$ cat src/rtl/mips_pkg.sv
// Shared encodings for the unified-memory port arbiter: FSM states, owner IDs,
// and the word-alignment mask.
package mips_pkg;

   typedef enum logic [1:0] {
      ST_IDLE   = 2'd0,
      ST_ACCESS = 2'd1,
      ST_RESP   = 2'd2
   } arb_state_e;

   typedef enum logic {
      OWN_IF = 1'b0,
      OWN_D  = 1'b1
   } owner_e;

   localparam logic [1:0] MISALIGN_MASK = 2'b11;

endpackage

$ cat src/rtl/mem_port_arbiter_timeout.sv
// Access watchdog: counts enabled cycles and flags expiry on the TIMEOUT-th one.
module mem_timeout_counter #(
   parameter int unsigned TIMEOUT = 16
) (
   input  logic clk,
   input  logic reset,
   input  logic clear,
   input  logic enable,
   output logic expired
);

   localparam int unsigned CNT_W = $clog2(TIMEOUT + 1);

   logic [CNT_W-1:0] cnt_q, cnt_d;

   // Expiry is seen during the last allowed cycle so the FSM leaves right after it.
   assign expired = enable && (cnt_q == CNT_W'(TIMEOUT - 1));

   always_comb begin
      cnt_d = cnt_q;
      if (clear) begin
         cnt_d = '0;
      end else if (enable && !expired) begin
         cnt_d = cnt_q + CNT_W'(1);
      end
   end

   always_ff @(posedge clk or negedge reset) begin
      if (!reset) begin
         cnt_q <= '0;
      end else begin
         cnt_q <= cnt_d;
      end
   end

endmodule

$ cat src/rtl/mem_port_arbiter.sv
// Arbitrates the fetch and data ports onto one single-port memory, with a
// data-burst limit so a pending fetch cannot starve.
module mem_port_arbiter #(
   parameter int unsigned ADDR_W         = 32,
   parameter int unsigned DATA_W         = 32,
   parameter int unsigned MAX_DATA_BURST = 4,
   parameter int unsigned TIMEOUT        = 16
) (
   input  logic              clk,
   input  logic              reset,
   input  logic              if_req,
   input  logic [ADDR_W-1:0] if_addr,
   output logic [DATA_W-1:0] if_rdata,
   output logic              if_ack,
   input  logic              d_req,
   input  logic              d_we,
   input  logic [ADDR_W-1:0] d_addr,
   input  logic [DATA_W-1:0] d_wdata,
   output logic [DATA_W-1:0] d_rdata,
   output logic              d_ack,
   output logic              err,
   output logic              mem_en,
   output logic              mem_we,
   output logic [ADDR_W-1:0] mem_addr,
   output logic [DATA_W-1:0] mem_wdata,
   input  logic [DATA_W-1:0] mem_rdata,
   input  logic              mem_ready,
   output logic              busy
);
   import mips_pkg::*;

   localparam int unsigned    BURST_W   = $clog2(MAX_DATA_BURST + 1);
   localparam [BURST_W-1:0]   BURST_MAX = BURST_W'(MAX_DATA_BURST);

   arb_state_e        state_q, state_d;
   owner_e            owner_q, owner_d;
   logic              we_q, we_d;
   logic [ADDR_W-1:0] addr_q, addr_d;
   logic [DATA_W-1:0] wdata_q, wdata_d;
   logic [BURST_W-1:0] burst_q, burst_d;
   logic              mem_en_q, mem_en_d;
   logic              if_ack_q, if_ack_d;
   logic              d_ack_q, d_ack_d;
   logic              err_q, err_d;
   logic [DATA_W-1:0] if_rdata_q, if_rdata_d;
   logic [DATA_W-1:0] d_rdata_q, d_rdata_d;
   logic              busy_q, busy_d;
   logic              grant_d, grant_if, to_resp;
   logic              tmo_clear, tmo_expired;

   mem_timeout_counter #(
      .TIMEOUT(TIMEOUT)
   ) u_timeout (
      .clk    (clk),
      .reset  (reset),
      .clear  (tmo_clear),
      .enable (state_q == ST_ACCESS),
      .expired(tmo_expired)
   );

   always_comb begin
      state_d    = state_q;
      owner_d    = owner_q;
      we_d       = we_q;
      addr_d     = addr_q;
      wdata_d    = wdata_q;
      burst_d    = burst_q;
      mem_en_d   = mem_en_q;
      err_d      = 1'b0;
      if_rdata_d = if_rdata_q;
      d_rdata_d  = d_rdata_q;
      grant_d    = 1'b0;
      grant_if   = 1'b0;
      to_resp    = 1'b0;
      tmo_clear  = 1'b0;

      unique case (state_q)
         ST_IDLE: begin
            tmo_clear = 1'b1;
            grant_d   = d_req && (!if_req || (burst_q < BURST_MAX));
            grant_if  = !grant_d && if_req;
            if (!if_req) begin
               burst_d = '0;
            end
            if (grant_d) begin
               owner_d = OWN_D;
               we_d    = d_we;
               addr_d  = d_addr;
               wdata_d = d_wdata;
               if (if_req && (burst_q < BURST_MAX)) begin
                  burst_d = burst_q + BURST_W'(1);
               end
            end else if (grant_if) begin
               owner_d = OWN_IF;
               we_d    = 1'b0;
               addr_d  = if_addr;
               wdata_d = '0;
               burst_d = '0;
            end
            if (grant_d || grant_if) begin
               if ((addr_d[1:0] & MISALIGN_MASK) != 2'b00) begin
                  state_d = ST_RESP;
                  err_d   = 1'b1;
                  to_resp = 1'b1;
               end else begin
                  state_d  = ST_ACCESS;
                  mem_en_d = 1'b1;
               end
            end
         end
         ST_ACCESS: begin
            if (mem_ready) begin
               if (!we_q) begin
                  if (owner_q == OWN_D) begin
                     d_rdata_d = mem_rdata;
                  end else begin
                     if_rdata_d = mem_rdata;
                  end
               end
               mem_en_d = 1'b0;
               state_d  = ST_RESP;
               to_resp  = 1'b1;
            end else if (tmo_expired) begin
               mem_en_d = 1'b0;
               err_d    = 1'b1;
               state_d  = ST_RESP;
               to_resp  = 1'b1;
            end
         end
         ST_RESP: begin
            state_d = ST_IDLE;
         end
         default: begin
            state_d  = ST_IDLE;
            mem_en_d = 1'b0;
         end
      endcase

      if_ack_d = to_resp && (owner_d == OWN_IF);
      d_ack_d  = to_resp && (owner_d == OWN_D);
      busy_d   = (state_d != ST_IDLE);
   end

   always_ff @(posedge clk or negedge reset) begin
      if (!reset) begin
         state_q    <= ST_IDLE;
         owner_q    <= OWN_IF;
         we_q       <= 1'b0;
         addr_q     <= '0;
         wdata_q    <= '0;
         burst_q    <= '0;
         mem_en_q   <= 1'b0;
         if_ack_q   <= 1'b0;
         d_ack_q    <= 1'b0;
         err_q      <= 1'b0;
         if_rdata_q <= '0;
         d_rdata_q  <= '0;
         busy_q     <= 1'b0;
      end else begin
         state_q    <= state_d;
         owner_q    <= owner_d;
         we_q       <= we_d;
         addr_q     <= addr_d;
         wdata_q    <= wdata_d;
         burst_q    <= burst_d;
         mem_en_q   <= mem_en_d;
         if_ack_q   <= if_ack_d;
         d_ack_q    <= d_ack_d;
         err_q      <= err_d;
         if_rdata_q <= if_rdata_d;
         d_rdata_q  <= d_rdata_d;
         busy_q     <= busy_d;
      end
   end

   assign if_rdata  = if_rdata_q;
   assign if_ack    = if_ack_q;
   assign d_rdata   = d_rdata_q;
   assign d_ack     = d_ack_q;
   assign err       = err_q;
   assign mem_en    = mem_en_q;
   assign mem_we    = we_q;
   assign mem_addr  = addr_q;
   assign mem_wdata = wdata_q;
   assign busy      = busy_q;

endmodule
$ cat config.mk
export PLATFORM = sky130hd
export DESIGN_NAME = mem_port_arbiter
export DESIGN_NICKNAME = d
export VERILOG_FILES = /design/src/rtl/mips_pkg.sv /design/src/rtl/mem_port_arbiter_timeout.sv /design/src/rtl/mem_port_arbiter.sv
export SDC_FILE = /design/constraint.sdc
export NUM_CORES = 1
export LEC_CHECK = 0
export ABC_AREA = 1
export CAP_MARGIN = 10
export CORE_ASPECT_RATIO = 2
export CORE_MARGIN = 2
export CORE_UTILIZATION = 47
export CTS_BUF_LIST = sky130_fd_sc_hd__clkbuf_8
export DETAILED_ROUTE_END_ITERATION = 6
export GPL_TIMING_DRIVEN = 0
export PLACE_DENSITY = 0.95
export SYNTH_ARGS = -nofsm -noshare
export SYNTH_HDL_FRONTEND = slang
export SYNTH_SLANG_ARGS = --single-unit
$ cat constraint.sdc
create_clock -name clk -period 4.26 [get_ports clk]
set_input_delay 0.426 -clock clk [delete_from_list [all_inputs] [get_ports clk]]
set_output_delay 0.426 -clock clk [all_outputs]
set_load 0.005 [all_outputs]
* Word-level counts from Yosys, hierarchy flattened
Index checks and enable logic that the tools add are counted. Widths: inputs -> output; s select.
Word-level totals: output and inout bits 134, register bits after elaboration 145, logic and storage cells 85, input port bits 134
Cells by class: reductions and logical operators 22, equality and inequality tests 7, bitwise logic cells 4, add/sub/neg operators 2, muxes and demuxes 34, magnitude comparators 1
Operators with widths (count):
- $mux 32 | 5
- $mux 1 | 15
- $mux 3 | 4
- $reduce_and 4->1 | 3
- $mux 5 | 2
- $mux 2 | 4
- $reduce_bool 2->1 | 4
- $logic_and 1x1->1 | 7
- $ne 3x3->1 const B | 2
- $add 5x1->5 const B | 1
- $eq 5x4->1 const B | 1
- $ne 2x2->1 const B | 2
- $not 1->1 | 4
- $pmux 1 s2 | 2
- $pmux 2 s2 | 1
- $reduce_and 2->1 | 2
- $add 3x1->3 const B | 1
- $logic_not 1->1 | 3
- $lt 3x3->1 const B | 1
- $pmux 1 s3 | 1
- $eq 2x1->1 const B | 1
- $eq 2x2->1 const B | 1
- $logic_not 2->1 | 1
- $logic_or 1x1->1 | 2

* Depth between registers and ports, before layout
Gate-level depths: netlist of run 1.
word-level depth 13, mapped depth 10, mapped depth without buffers 10

* By module
Synthesis of run 1 repeated with hierarchy kept, for this count alone.
Second synthesis, totals: cell total of the unflattened synthesis 656, area total of the unflattened synthesis 6097.1 µm²
By module, submodules not included:
- mem_port_arbiter | cells each 618, times used 1, sequential area each 3503.4 µm², area each 5821.8 µm²
- mem_timeout_counter | cells each 38, times used 1, sequential area each 125.1 µm², area each 275.3 µm²

* Worst setup path before layout of run 1
OpenSTA, ideal clock, no wires.
path type register to register, start register u_timeout.cnt_q[0], end register u_timeout.cnt_q[1], setup slack 2.658 ns, arrival time 1.481 ns, stages on the path, launching flop included 10, cell sequence dfrtp_1 > ha_1 > nand2_1 > nor2_1 > ha_1 > nor2_1 > inv_1 > nand2_1 > inv_1 > a22o_1
On the way: word-level cells in the longest chain between the ends 5, elaborated cells between the ends (all ways) 8
Ends and longest elaborated chain:
- start, declared | RTL line mem_port_arbiter_timeout.sv:14 | logic [CNT_W-1:0] cnt_q, cnt_d;
- start signal, assigned | RTL line mem_port_arbiter_timeout.sv:32 | cnt_q <= cnt_d;
- parallel branches: the longest is 5 deep, another holds $add 5x1->5
Parallel ways; which one is timed is not known. The select of a mux whose other input is x is not followed. A chain may end at the register's enable or synchronous reset.

* Worst setup path in the final report of run 1
start register state_q[1], end register if_rdata_q[18] (netlist: if_rdata[18])
On the way: word-level cells in the longest chain between the ends 2
Ends and longest elaborated chain:
- start, declared | RTL line mem_port_arbiter.sv:35 | arb_state_e state_q, state_d;
- start signal, assigned | RTL line mem_port_arbiter.sv:160 | state_q <= state_d;
- $eq 2x1->1 | RTL line mem_port_arbiter.sv:77 | unique case (state_q)
- $reduce_and 4->1 (no line)
- end signal, assigned | RTL line mem_port_arbiter.sv:170 | if_rdata_q <= if_rdata_d;
- end, declared | RTL line mem_port_arbiter.sv:45 | logic [DATA_W-1:0] if_rdata_q, if_rdata_d;
Every way passes these cells.

==> impl_metrics.yaml, run 1 <==
layout:
  fillers: 856
  drive_gt1_share_pct: 8.307
  antenna_cells: 0
  area_growth_pct: 54.31
  seq_area_sq_mm: 0.003628
  fin_nets: 1075
  multi_input_area_sq_mm: 0.001906
clocking:
  cts_buffers: 17
  cts.reportedPaths.clkPinSlew_ns: 0.09
  clk_path_buf_depth: 2
  cts_tree: "yes"
  clk_latency_ns: 0.43
  htree_num_levels: 4
  cts_sinks: 145
  root_buffer: "clkbuf_8"
  cts_resized: 0
global_route:
  grt_pass1_vias: 6064
  grtUsageMet2_pct: 50.29
  grt.busiest_layer: "met2"
  gr-usage-met3_pct: 5.697
  antenna_found_initial: 0
  grt_overflow: 0
  use_met1_pct: 27.62
  grt_pass1_wl_um: 29250
  grt_usage_pct: 26.91
  grt_max_degree: 91
placement:
  dp_hpwl_um: 14340
  portBuffers: 265
  place.gp.congestion: 0.8774
timing:
  fin_crit_ns: 1.838
  drv_slew: 0
  rsz0062_at_grt: "false"
  fmax_mhz: 543.9
  tns_ns: 0
  finalCritPeriodShare_pct: 43.16
  setup_viol: 0
  relSlewSlack_pct: 48.41
  skew_ns: 0.02026
  max_slew.worst_pin.slew_ns: 0.7681
  hold_viol_final: 0
worst_setup_path:
  reg2reg_slack_ns: 2.42
  ff2ff_path_depth: 5
  crit_type: "flip-flop to flip-flop"
  path_max_fanout: 10
  cp-end-kind: "flip-flop"
  rr_endpoint: "if_rdata[18]"
  r2r-start: "state_q[1]"
  critical_path_required_ns: 4.54
  start_kind: "flip-flop"
  critPathArrivalTime_ns: 2.12
synthesis:
  synth_nets: 789
  syn_inst: 652
  syn_area_per_cell_sq_um: 9.300
  yosys_warnings: 0
  synth-main-ff-cell: "dfrtp_1"
  synth_cell_type_count: 21
  synthArstFlopShare_pct: 100.0
  synth_area_sq_mm: 0.006063
  synth_edf_count: 0
  ys_ff_latch: 145
  synth-seq-area-share_pct: 59.84
floorplan:
  initial_core_util_pct: 48.30
  rows: 58
  die_x_um: 84.32
  core-area_sq_mm: 0.01255
  die_h_um: 164.6
  die_area_sq_mm: 0.01388
  ioPinCount: 268
pwr:
  p_sw_share_pct: 32.87
  pwr-share-seq_pct: 38.4
  peakVddDrop_v: 0.0004822
  p_sw_mw: 2.034
  combPwrFrac_pct: 43.6
  p_int_mw: 4.155
  cellLeakagePower_nw: 4.229
  power_density_mw_per_mm2: 661.5
  power_mw: 6.190
  power.clock.fraction_pct: 18.0
routing:
  via_per_inst: 5.120
  drtIter0Drc: 270
  route.detailed.drc: 0
  routed_wl_um: 18190
  ant_nets: 0
  num_vias: 5637
  drtPass1Iterations: 5
  wl_per_cell_um: 16.52
run_status:
  status: "finished, final reports clean"
worst_hold_path:
  holdPathStages: 3
  hold_end: "burst_q[2]"
  hp-start: "d_req"
  hold_class: "input port to flip-flop"
flow_run:
  maxCapViolCount: 0
[through the flow]
stage | hold WS (ns) | std cells | setup slack (ns) | utilization [%] | area, sq um
finish | 0.4292 | 1101 | 2.422 | 74.53 | 9356
floorplan | 0.1304 | 652 | 2.658 | - | 6063
detailed placement | 0.4209 | 1068 | 1.970 | 71.15 | 8932
global placement | 0.4558 | 1067 | -2.905 | 70.92 | 8904
global route | 0.4377 | 1101 | 2.215 | 74.53 | 9356
CTS | 0.3891 | 1101 | 2.393 | 74.53 | 9356
[routing by layer]
layer  share of wire (%)  vias to the layer above
li1                    -                     2684
met4                 4.3                        0
met2                  57                      228
met5                   0                        -
met1                  34                     2672
met3                 5.1                       53
[power groups by stage]
| stage | logic (mW) | registers, mW | clock network, mW |
|---|---|---|---|
| after floorplan | 0.929 | 2.42 | 0 |
| after global placement | 2.63 | 2.35 | 0 |
| after detailed placement | 2.72 | 2.39 | 0 |
| after CTS | 2.72 | 2.38 | 1.13 |
| after global routing | 2.94 | 2.45 | 1.19 |
| final | 2.70 | 2.38 | 1.11 |
[repair_timing]
item / CTS / global route
hold buffers: 1 / 0
hold endpoints to repair: 55 / 0
setup buffers: 0 / 0
[worst max-delay path by stage]
stage,start,end,slack [ns],depth (start not counted)
2_1_floorplan,u_timeout.cnt_q[0],u_timeout.cnt_q[1],2.66,9
3_3_place_gp,reset,mem_addr[17],-2.90,1
3_5_place_dp,mem_ready,d_rdata[8],1.97,6
4_1_cts,state_q[1],if_rdata[28],2.39,5
5_1_grt,state_q[1],if_rdata[3],2.21,5
6_report,state_q[1],if_rdata[18],2.42,5
[Yosys cell counts (2+ instances only)]
library cell	number	area share (%)
nor2_1	72	4.5
inv_2	2	0.12
inv_1	85	5.3
dfrtp_1	145	60
o21ai_0	72	5.9
buf_6	6	1.1
a21oi_1	13	1.1
a31oi_1	30	3.1
nand3_1	67	5.5
buf_2	9	0.74
a21oi_2	28	4.0
clkbuf_1	24	1.5
o22ai_1	3	0.31
ha_1	3	0.62
nand2_1	87	5.4
[worst max-delay path, stage by stage (launching register included)]
cell and delay, ns:
dfrtp_1 0.44, nor2_4 0.18, nand4_1 0.45, clkbuf_1 0.39, nand2_1 0.14, o21ai_0 0.10
[cells by family after synthesis]
family / after synthesis / synth area share, %
buffers and inverters: 126 / 8.729
AND/OR/NAND/NOR: 230 / 16.12
AO/OA/AOI/OAI: 148 / 14.69
adder cells (fa/ha/maj): 3 / 0.6191
flip-flops: 145 / 59.84
[cells in the final DEF, fill, tap and decap left out, drive strengths merged]
master           n
clkdlybuf4s50  264
dfrtp          145
inv             92
nand2           87
nor2            74
o21ai           73
nand3           67
clkbuf          42
a21oi           41
a31oi           30
buf             17
clkinv           5
o22ai            3
ha               3
bufinv           3
nand4            1
nor4             1
a22o             1
clkinvlp         1
dlygate4sd3      1
[layout make-up]
| class | instances | area share (%) |
|---|---|---|
| buffer | 39 | 2.166 |
| multi-input combinational | 381 | 20.37 |
| tap | 150 | 2.006 |
| clock inverter | 14 | 1.779 |
| inverter | 87 | 3.490 |
| sequential | 145 | 38.78 |
| timing repair buffer | 267 | 28.76 |
| clock buffer | 18 | 2.648 |
[flip-flops by register name, indices dropped and copies added, names as in the netlist]
signal,count
d_ack,1
mem_wdata,32
mem_addr,32
err,1
if_ack,1
if_rdata,32
owner_q,1
state_q,2
burst_q,3
mem_en,1
u_timeout.cnt_q,5
d_rdata,32
mem_we,1
busy,1
(Power assumes the default switching activity.)
==> inputs of run 2 (changes only) <==
- CORE_UTILIZATION: 47 -> 39
- PLACE_DENSITY: 0.95 -> 0.88
- clock period: 4.26 -> 1.5 ns (I/O delays scaled with it)
==> run 2 against run 1 <==
Against the previous run:
- final cell count up 7.7%
- fmax up 23%
- critical path type unchanged
- largest power group unchanged
- global-route usage down 3.5 points
- sequential share of layout area down 2.4 points
- sequential cell count unchanged
- count of clock-buffer cells in the layout unchanged
- non-clock buffer count up 37
- clock skew down 0.0040 ns
- via count up 4.6%
- critical path depth up 2
- core utilization down 9.4 points
- cell area up 6.5%
==> impl_metrics.yaml, run 2 (same netlist as run 1, synthesis figures left out) <==
run_status:
  status: "finished, final reports clean"
routing:
  drtPass1Iterations: 5
  wl_per_cell_um: 16.50
  num_vias: 5896
  via_per_inst: 4.971
  drtIter0Drc: 266
  route.detailed.drc: 0
  ant_nets: 0
  routed_wl_um: 19560
timing:
  finalCritPeriodShare_pct: 99.31
  fin_crit_ns: 1.490
  setup_viol: 0
  tns_ns: 0
  rsz0062_at_grt: "true"
  fmax_mhz: 671.3
  relSlewSlack_pct: 59.19
  skew_ns: 0.01625
  drv_slew: 0
  max_slew.worst_pin.slew_ns: 0.6122
  timing.hold.ws_ns: 0.1295
  finalWorstSetupSlack_ns: 0.01036
  hold_viol_final: 0
clocking:
  htree_num_levels: 4
  cts.reportedPaths.clkPinSlew_ns: 0.09
  clk_latency_ns: 0.45
  cts_tree: "yes"
  cts_sinks: 145
  cts_buffers: 17
  root_buffer: "clkbuf_8"
  clk_path_buf_depth: 2
global_route:
  grt_max_degree: 85
  grt_pass1_wl_um: 30330
  grt_usage_pct: 23.43
  grt_pass1_vias: 6057
  grt_overflow: 0
  antenna_found_initial: 0
pwr:
  p_sw_share_pct: 34.41
  p_int_mw: 11.76
  pwr-share-seq_pct: 37.4
  power_density_mw_per_mm2: 1798
  p_sw_mw: 6.168
  peakVddDrop_v: 0.001194
  power_mw: 17.92
  power.clock.fraction_pct: 18.7
  cellLeakagePower_nw: 5.244
  combPwrFrac_pct: 43.9
flow_run:
  maxCapViolCount: 0
worst_hold_path:
  hp-start: "d_req"
  hold_end: "mem_wdata[2]"
  holdPathStages: 3
  hold_class: "input port to flip-flop"
layout:
  finish.utilization_pct: 65.17
  fillers: 1191
  drive_gt1_share_pct: 15.79
  layout_common_cells: "152 x clkdlybuf4s50_1, 144 x dfrtp_1, 83 x nand2_1"
  seq_area_sq_mm: 0.003630
  multi_input_area_sq_mm: 0.002017
  layout_commonest_cell: "clkdlybuf4s50_1"
  area_growth_pct: 64.38
  fin_nets: 1112
  antenna_cells: 0
placement:
  post-place-ws_ns: -0.5313
  dp_hpwl_um: 14280
  place.gp.congestion: 0.8852
  portBuffers: 265
floorplan:
  core-area_sq_mm: 0.01529
  die_area_sq_mm: 0.01662
  initial_core_util_pct: 39.64
  rows: 64
  die_h_um: 180.3
  ioPinCount: 268
  die_x_um: 92.17
worst_setup_path:
  crit_type: "flip-flop to flip-flop"
  rr_endpoint: "d_rdata[18]"
  critical_path_required_ns: 1.88
  ff2ff_path_depth: 7
  reg2reg_slack_ns: 0.01
  r2r-start: "state_q[1]"
  cp-end-kind: "flip-flop"
  start_kind: "flip-flop"
  path_max_fanout: 10
  critPathArrivalTime_ns: 1.87
==> run 2: changes by cell type in the layout (fill, tap and decap cells not counted), moves of 7 or more <==
cell / delta
buf_4: +37
clkbuf_1: -18
clkbuf_2: +14
clkdlybuf4s50_1: -112
dlygate4sd2_1: +55
dlymetal6s2s_1: +57
o21ai_0: -8
o21ai_1: +7
==> run 2: worst max path at each step <==
stage | endpoint | startpoint | slack [ns] | cells after the start
final | d_rdata[18] | state_q[1] | 0.01 | 7
after CTS | mem_en | u_timeout.cnt_q[0] | -0.06 | 10
after floorplan | d_rdata[1] | state_q[1] | 0.01 | 5
after detailed placement | d_rdata[2] | mem_ready | -0.53 | 5
after global placement | mem_wdata[10] | reset | -5.48 | 1
after global routing | mem_en | u_timeout.cnt_q[1] | -0.08 | 10
==> run 2: cell type report <==
cell class | count | share of cell area [%]
buffer | 39 | 2.473
clock buffer | 18 | 2.486
clock inverter | 14 | 1.783
inverter | 87 | 3.302
multi-input combinational | 381 | 20.24
sequential | 145 | 36.42
tap | 198 | 2.486
timing repair buffer | 304 | 30.82
==> run 2: per-layer routing <==
metal	GRT usage, %	vias to the layer above	wire, um
met5	0	-	0
met4	13.43	0	1061
met3	5.353	71	1031
met2	42.38	265	10740
met1	24.28	2787	6729
li1	-	2773	-
==> run 2: power by group through the flow <==
stage                     sequential, mW  clock [mW]  combinational [mW]
final                               6.71        3.35                7.87
after global routing                6.92        3.57                8.59
after CTS                           6.71        3.40                7.56
after detailed placement            6.82           0                7.70
after global placement              6.75           0                7.49
after floorplan                     6.88           0                2.65
==> run 2: per-stage QoR <==
stage          std cells  area, sq um
3_5_place_dp        1116         9000
4_1_cts             1166         9562
2_1_floorplan        652         6071
6_report            1186         9967
3_3_place_gp        1115         8971
5_1_grt             1186         9967
==> run 2: critical path: stages (launching register included) <==
cell and delay [ns]:
dfrtp_1 0.43, nor2_4 0.16, inv_4 0.06, nor4_4 0.26
buf_12 0.18, buf_6 0.15, nor2_1 0.06, a21oi_2 0.11
==> run 2: what timing repair did <==
item | 4_1_cts | 5_1_grt
endpoints found under the hold margin | 61 | 0
gates resized for setup | 82 | 102
setup buffers | 17 | 20
endpoints found under the setup margin | 189 | 170
pin swaps | 8 | 5
hold buffers | 1 | 0
==> inputs of run 3 (changes only) <==
- CAP_MARGIN: 10 -> unset
==> run 3 against run 2 <==
Against the previous run:
- total power unchanged
- global-route usage stayed put
- first-iteration DRC count did not move
- sequential power about the same
- combinational power barely moved
- worst setup slack did not move
- via count unchanged
- core utilization did not move
- sequential cell count did not move
- critical path type unchanged
- largest cell class unchanged
- largest power group unchanged
- highest routed layer unchanged
==> impl_metrics.yaml, run 3 (same netlist as run 1, synthesis figures left out) <==
run_status:
  status: "finished, final reports clean"
timing:
  drv_slew: 0
  fmax_mhz: 671.3
  tns_ns: 0
  setup_viol: 0
  hold_viol_final: 0
  skew_ns: 0.01625
  fin_crit_ns: 1.490
  max_slew.worst_pin.slew_ns: 0.6122
  rsz0062_at_grt: "true"
  relSlewSlack_pct: 59.19
  finalCritPeriodShare_pct: 99.31
pwr:
  power_mw: 17.92
  power_density_mw_per_mm2: 1798
  cellLeakagePower_nw: 5.244
  peakVddDrop_v: 0.001194
worst_setup_path:
  critical_path_required_ns: 1.88
  crit_type: "flip-flop to flip-flop"
  r2r-start: "state_q[1]"
  critPathCapture: "d_rdata[18]"
  reg2reg_slack_ns: 0.01
  crit_path_start: "state_q[1]"
  rr_endpoint: "d_rdata[18]"
  cp-end-kind: "flip-flop"
  ff2ff_path_depth: 7
  path_max_fanout: 10
  critPathArrivalTime_ns: 1.87
  start_kind: "flip-flop"
routing:
  ant_nets: 0
  routed_wl_um: 19560
  drtPass1Iterations: 5
  num_vias: 5896
  drtIter0Drc: 266
  route.detailed.drc: 0
  wl_per_cell_um: 16.50
  via_per_inst: 4.971
clocking:
  cts_sinks: 145
  cts.reportedPaths.clkPinSlew_ns: 0.09
  cts_buffers: 17
  cts_tree: "yes"
  root_buffer: "clkbuf_8"
  clk_latency_ns: 0.45
  clk_path_buf_depth: 2
  htree_num_levels: 4
layout:
  drive_gt1_share_pct: 15.79
  antenna_cells: 0
  multi_input_area_sq_mm: 0.002017
  layout_commonest_cell: "clkdlybuf4s50_1"
  area_growth_pct: 64.38
  layout_common_cells: "152 x clkdlybuf4s50_1, 144 x dfrtp_1, 83 x nand2_1"
  fillers: 1191
  fin_cells: 1186
  finish.utilization_pct: 65.17
  fin_nets: 1112
  seq_area_sq_mm: 0.003630
global_route:
  antenna_found_initial: 0
  grt_overflow: 0
  grt_max_degree: 85
  grt_usage_pct: 23.43
  grt_pass1_vias: 6057
  grt_pass1_wl_um: 30330
floorplan:
  die_area_sq_mm: 0.01662
  rows: 64
  die_h_um: 180.3
  initial_core_util_pct: 39.64
  die_x_um: 92.17
  ioPinCount: 268
  core-area_sq_mm: 0.01529
flow_run:
  maxCapViolCount: 0
placement:
  place.gp.congestion: 0.8852
  portBuffers: 265
  dp.cells: 1116
  dp_hpwl_um: 14280
worst_hold_path:
  hold_class: "input port to flip-flop"
## run 3: cell counts in the layout (fill, tap and decap cells not counted)
No cell type changed its count.
## run 3: through the flow
| stage | worst slack, ns | area, sq um | hold WS [ns] |
|---|---|---|---|
| final | 0.01036 | 9967 | 0.1295 |
| after global routing | -0.07569 | 9967 | 0.1191 |
| after CTS | -0.05804 | 9562 | 0.09659 |
| after detailed placement | -0.5313 | 9000 | 0.1664 |
| after global placement | -5.475 | 8971 | 0.4558 |
| after floorplan | 0.01463 | 6071 | -0.1456 |
## run 3: critical path, cell delays in order, from the launching register on
cell     delay, ns
dfrtp_1       0.43
nor2_4        0.16
inv_4         0.06
nor4_4        0.26
buf_12        0.18
buf_6         0.15
nor2_1        0.06
a21oi_2       0.11
## run 3: area by class of cell
| class | instances | share of cell area, % |
|---|---|---|
| tap | 198 | 2.486 |
| clock buffer | 18 | 2.486 |
| multi-input combinational | 381 | 20.24 |
| inverter | 87 | 3.302 |
| sequential | 145 | 36.42 |
| buffer | 39 | 2.473 |
| timing repair buffer | 304 | 30.82 |
| clock inverter | 14 | 1.783 |
## run 3: repair_timing
action / in CTS / in global routing
endpoints found under the hold margin: 61 / 0
pin swaps: 8 / 5
endpoints found under the setup margin: 189 / 170
hold buffers: 1 / 0
gates resized for setup: 82 / 102
setup buffers: 17 / 20
## run 3: worst min path at each step
stage	startpoint	endpoint	depth (start not counted)
after floorplan	reset	burst_q[0]	0
after global placement	u_timeout.cnt_q[3]	u_timeout.cnt_q[3]	1
after detailed placement	reset	mem_addr[23]	1
after CTS	d_req	burst_q[2]	3
after global routing	d_req	mem_wdata[2]	3
final	d_req	mem_wdata[2]	3
## run 3: routing by layer
metal	up-vias	part of all wire, %	GRT usage (%)
li1	2773	-	-
met1	2787	34	24.28
met2	265	55	42.38
met3	71	5.3	5.353
met4	0	5.4	13.43
met5	-	0	0
## run 3: where the power goes
part           internal (mW)  switching [mW]
clock network           1.72            1.63
logic                   4.31            3.56
registers               5.73           0.982
total                   11.8            6.17
